[config.mk]
export PLATFORM = sky130hd
export DESIGN_NAME = mcore_bit_unpacker
export DESIGN_NICKNAME = d
export VERILOG_FILES = /design/src/rtl/mcore_bit_unpacker.sv
export SDC_FILE = /design/constraint.sdc
export NUM_CORES = 1
export LEC_CHECK = 0
export CORE_MARGIN = 2
export CORE_UTILIZATION = 56
export DETAILED_ROUTE_END_ITERATION = 6
export PLACE_DENSITY = 0.9
export SYNTH_ARGS = -nofsm -noshare
export SYNTH_HDL_FRONTEND = slang
export SYNTH_SLANG_ARGS = --single-unit
[constraint.sdc]
create_clock -name aclk -period 7.7 [get_ports aclk]
set_clock_uncertainty 0.1 [all_clocks]
set_input_delay 2.31 -clock aclk [delete_from_list [all_inputs] [get_ports aclk]]
set_output_delay 2.31 -clock aclk [all_outputs]
set_load 0.05 [all_outputs]
[src/rtl/mcore_bit_unpacker.sv]
// MSB-first bit unpacker: buffers 32-bit stream words and serves read/skip
// commands of arbitrary bit width, one completion pulse per accepted command.
module mcore_bit_unpacker #(
   parameter int DATA_WIDTH = 32
) (
   input  logic                                    aclk,
   input  logic                                    rsta,
   input  logic [DATA_WIDTH-1:0]                   s_word_data,
   input  logic                                    s_word_valid,
   output logic                                    s_word_ready,
   input  logic                                    flush,
   input  logic                                    cmd_valid,
   output logic                                    cmd_ready,
   input  logic [1:0]                              cmd_op,
   input  logic [7:0]                              cmd_width,
   output logic                                    rsp_valid,
   output logic [DATA_WIDTH-1:0]                   rsp_data,
   output logic                                    busy,
   output logic [1:0]                              state_dbg,
   output logic [$clog2(2*DATA_WIDTH+1)-1:0]       fill_dbg
);

   localparam int BUF_W  = 2 * DATA_WIDTH;
   localparam int FILL_W = $clog2(BUF_W + 1);
   localparam int WID_W  = $clog2(DATA_WIDTH + 1);

   typedef enum logic [1:0] {
      IDLE      = 2'd0,
      READ_WAIT = 2'd1,
      SKIP      = 2'd2,
      DONE      = 2'd3
   } state_t;

   state_t              state, next_state;
   logic [BUF_W-1:0]    buf_q, buf_next;
   logic [FILL_W-1:0]   fill_q, fill_after, fill_next;
   logic [FILL_W-1:0]   consumed;
   logic [7:0]          remaining_q;
   logic [7:0]          skip_take;
   logic [WID_W-1:0]    width_q, width_sat;
   logic [DATA_WIDTH-1:0] read_value;
   logic                cmd_accept, word_take, read_fire, load_zero;

   // Handshakes: a transfer happens on a rising edge where valid and ready are
   // both high; ready never depends on the matching valid, so no comb loops.
   assign cmd_ready    = (state == IDLE) && !flush && !rsta;
   assign cmd_accept   = cmd_valid && cmd_ready;
   assign rsp_valid    = (state == DONE) && !flush;
   assign busy         = (state != IDLE);
   assign state_dbg    = state;
   assign fill_dbg     = fill_q;

   assign width_sat  = (cmd_width > 8'(DATA_WIDTH)) ? WID_W'(DATA_WIDTH)
                                                     : cmd_width[WID_W-1:0];
   assign skip_take  = (8'(fill_q) < remaining_q) ? 8'(fill_q) : remaining_q;
   // Top DATA_WIDTH bits, right-aligned to the requested width; width 0 gives 0.
   assign read_value = buf_q[BUF_W-1 -: DATA_WIDTH] >> (WID_W'(DATA_WIDTH) - width_q);

   always_comb begin
      next_state = state;
      consumed   = '0;
      read_fire  = 1'b0;
      load_zero  = 1'b0;
      case (state)
         IDLE: begin
            if (cmd_accept) begin
               case (cmd_op)
                  2'd2:    next_state = READ_WAIT;
                  2'd1:    next_state = SKIP;
                  default: begin
                     next_state = DONE;
                     load_zero  = 1'b1;
                  end
               endcase
            end
         end
         READ_WAIT: begin
            if (fill_q >= FILL_W'(width_q)) begin
               consumed   = FILL_W'(width_q);
               read_fire  = 1'b1;
               next_state = DONE;
            end
         end
         SKIP: begin
            consumed = FILL_W'(skip_take);
            if (remaining_q == skip_take) begin
               next_state = DONE;
               load_zero  = 1'b1;
            end
         end
         DONE: next_state = IDLE;
         default: next_state = IDLE;
      endcase
      if (flush) next_state = IDLE;
   end

   // The incoming word lands directly below whatever survives this cycle's consumption.
   always_comb begin
      fill_after   = fill_q - consumed;
      s_word_ready = (fill_after <= FILL_W'(DATA_WIDTH)) && !flush && !rsta;
      word_take    = s_word_valid && s_word_ready;
      buf_next     = buf_q << consumed;
      fill_next    = fill_after;
      if (word_take) begin
         buf_next  = buf_next | ({s_word_data, {DATA_WIDTH{1'b0}}} >> fill_after);
         fill_next = fill_after + FILL_W'(DATA_WIDTH);
      end
   end

   always_ff @(posedge aclk or posedge rsta) begin
      if (rsta) begin
         state       <= IDLE;
         buf_q       <= '0;
         fill_q      <= '0;
         remaining_q <= '0;
         width_q     <= '0;
         rsp_data    <= '0;
      end else if (flush) begin
         state       <= IDLE;
         buf_q       <= '0;
         fill_q      <= '0;
         remaining_q <= '0;
      end else begin
         state  <= next_state;
         buf_q  <= buf_next;
         fill_q <= fill_next;
         if (cmd_accept) begin
            width_q     <= width_sat;
            remaining_q <= cmd_width;
         end else if (state == SKIP) begin
            remaining_q <= remaining_q - skip_take;
         end
         if (read_fire) rsp_data <= read_value;
         else if (load_zero) rsp_data <= '0;
      end
   end

endmodule

==> summary.txt <==
Critical path
  • Reg-to-reg setup timing slack: approximately 1.7 ns
  • Crit-path max FO: 6
  • Crit path from: fill_dbg[5]$_DFF_PP0_
  • Critical path data required time: roughly 5.3 ns
  • RR Startpoint: fill_dbg[5]$_DFF_PP0_
  • Critical path type: reg -> out
  • Critical Path Start Type: flop
  • Worst Setup End Kind: output port
  • Worst Path Arrival: approximately 5.0 ns

Finish
  • Core Util, Final: 0.644
  • ANT cells: 0
  • NumNets Final: between 1500 and 2000
  • Final instance area: about 15000 um^2
  • Multi-input logic area: 9830 um^2
  • Commonest non-fill, non-tap cells in the layout: mux2i_1, nand2_1, nor2_1
  • Reg area: ~3000 um^2
  • Area Growth Syn to Fin: 12.8%
  • Layout cells sized above 1: 0.0974
  • Most common cell after layout, fill and taps aside: mux2i_1
  • Fillers: between 2000 and 2500

Pwr
  • Leakage power: about 6.5 nW
  • Pwr Total: roughly 0.0059 W
  • Worst vdd ir: ~0.34 mV
  • PD cells: 388 nW/um^2

Clock network
  • H-Tree Depth: 4
  • Clock Path Buffers: 2
  • Post-CTS Hold Buffers: 0
  • Clock-pin transition on the worst setup and hold timing paths: 0.06 ns
  • Post-CTS sizing: 0
  • Clk_lat worst skew: ~0.43 ns
  • CTS tree: yes
  • Postcts setup bufs: 0
  • Clock sink total: 119
  • CTS buffer count: 17
  • Root buffer cell: clkbuf_16

GRT
  • Number of global-route vias before repair: 13500
  • Global-route usage over all layers: 0.394
  • Total grt overflow: 0
  • First-pass GRT wire length: ~79 mm
  • Largest net degree at the start of global routing: 70
  • Initial antenna violation count: 0

Yosys
  • EDFF count, synth: 0
  • Synth warn: 0
  • Cell count after synthesis: 1681
  • Mapped Area: between 10000 and 15000 um^2
  • Synth Net Count: approximately 1800
  • Prevailing post-synth register cell: dfrtp_1
  • Sequential area share after synthesis: 0.222
  • Asr flop ratio synth: 1.00
  • Seq cells post-synth: 119
  • Yosys cell types: 73
  • Avg Inst Size Synth: approximately 8 um^2

STA
  • Post-route setup TNS: 0 ns
  • Slew margin rel.: 0.245
  • Fmax achieved: between 0.1 and 0.15 GHz
  • Final hold viol count: 0
  • Final setup violation count: 0
  • Least-Margin Pin Slew: about 1.1 ns
  • Minimum clock period: roughly 7.4 ns
  • Final Max Tran Viols: 0
  • RSZ-0062 raised after global routing: no
  • Tcrit/Tclk final: 0.964

Floorplanning
  • Chip Height: between 150 and 200 um
  • Starting Density: 0.571
  • FP Rows: 56
  • Core area: about 24000 um^2
  • Total die area: ~25000 um^2
  • Die X: approximately 160 um
  • I/O pins: just over 90

Outcome
  • Outcome: complete, but fails checks
  • Violated checks: design-rule violations

Routing
  • Via-to-Cell Ratio: around 7
  • Pre-Repair DR Iteration Count: 7
  • Drt first-iter violations: between 2000 and 2500
  • DR WL/cell: between 20 and 30 um
  • Detailed Route WL: roughly 51 mm
  • Remaining DRCs: 7
  • Antenna-violating nets left: 0
  • Vias: about 14000

Placement
  • IO buf count: just over 90
  • Cell area after placement: ~15000 um^2
  • GPL Wtd Cong: approximately 1.1
  • DP HPWL: between 30 and 40 mm

Job
  • Max Cap Violations: 0

Worst hold path
  • Hold Path Class: reg -> reg
  • Hold path start: rsp_data[8]$_DFFE_PP0P_
-- metrics by stage --
stage	cells	setup slack, ns	hold slack, ns
detailed placement	1991	0.716	0.371
global route	2023	0.0125	0.401
floorplan	1681	0.0176	0.436
global placement	1991	0.812	0.367
finish	2023	0.279	0.380
CTS	2023	0.258	0.385
-- sequential cells by signal (all words and copies together), names as in the netlist --
signal and count:
width_q 6, remaining_q 8, fill_dbg 7, buf_q 64
rsp_data 32, state_dbg 2
-- area by class of cell --
type / instances / share of cell area
inverter: 37 / 0.00932
multi-input combinational: 1386 / 0.648
sequential: 119 / 0.197
clock buffer: 17 / 0.0281
timing repair buffer: 130 / 0.0789
clock inverter: 15 / 0.0120
tap: 319 / 0.0263
-- kinds of logic after synthesis --
group,synth area share
xor gates and xnor gates,0.0117
DFF,0.222
buffers and inverters,0.0567
AOI/OAI and AO/OA,0.224
adders and majority gates,0.0337
and+or+nand+nor,0.172
muxes,0.281
-- metal layers --
layer  wire length (um)  GRT usage
met2              22200      0.607
met3               6200      0.104
met1              20300      0.531
met5                  0          0
met4               2370      0.156
-- cell usage after synthesis (5+ instances only) --
cell	n	area share
a211oi_1	27	0.015
a21o_1	8	0.0045
a21oi_1	117	0.044
a221o_1	9	0.0067
a221oi_1	10	0.0065
a22o_1	17	0.011
a22oi_1	42	0.023
a2bb2oi_1	5	0.0033
a31oi_1	21	0.0098
a32o_1	5	0.0037
a32oi_1	14	0.0091
a41oi_1	5	0.0033
and2_1	7	0.0033
and3_1	10	0.0047
buf_1	26	0.0073
buf_2	18	0.0067
buf_4	7	0.0039
buf_6	7	0.0059
clkbuf_1	81	0.023
dfrtp_1	119	0.22
ha_1	33	0.031
inv_1	33	0.0092
mux2_2	32	0.027
mux2i_1	292	0.22
mux4_2	21	0.035
nand2_1	231	0.065
nand2b_1	5	0.0023
nand3_1	59	0.022
nand4_1	8	0.0037
nor2_1	147	0.041
nor2b_1	9	0.0042
nor3_1	34	0.013
o211ai_1	25	0.014
o21a_1	5	0.0028
o21ai_0	78	0.029
o221ai_1	5	0.0033
o22ai_1	18	0.0084
o31ai_1	5	0.0028
or2_2	7	0.0033
xnor2_1	14	0.0091
-- power breakdown --
part,total [W],internal [W],switching (W)
logic,0.00412,0.00140,0.00272
clock network,0.000847,0.000491,0.000356
registers,0.000913,0.000760,0.000154
-- path summary, 6_finish.rpt --
path	end	cells past startpoint
min in group asynchronous	remaining_q[1]$_DFFE_PP0P_	2
max reg2reg	buf_q[50]$_DFF_PP0_	19
max in group asynchronous	fill_dbg[1]$_DFF_PP0_	3
min	rsp_data[8]$_DFFE_PP0P_	2
max	s_word_ready	17
min reg2reg	rsp_data[8]$_DFFE_PP0P_	2
-- critical path: stages (launching register included) --
cell      delay [ns]
dfrtp_2         0.46
ha_1            0.34
a211oi_2        0.23
o32ai_2         0.14
or4_4           0.52
o211ai_4        0.10
ha_2            0.21
inv_1           0.05
fa_1            0.47
a21o_1          0.20
a21oi_1         0.41
o21bai_1        0.12
a21oi_1         0.18
xnor2_1         0.17
ha_1            0.27
a41oi_1         0.44
nor3_4          0.07
buf_4           0.20
Power figures use the tool's default switching activity.
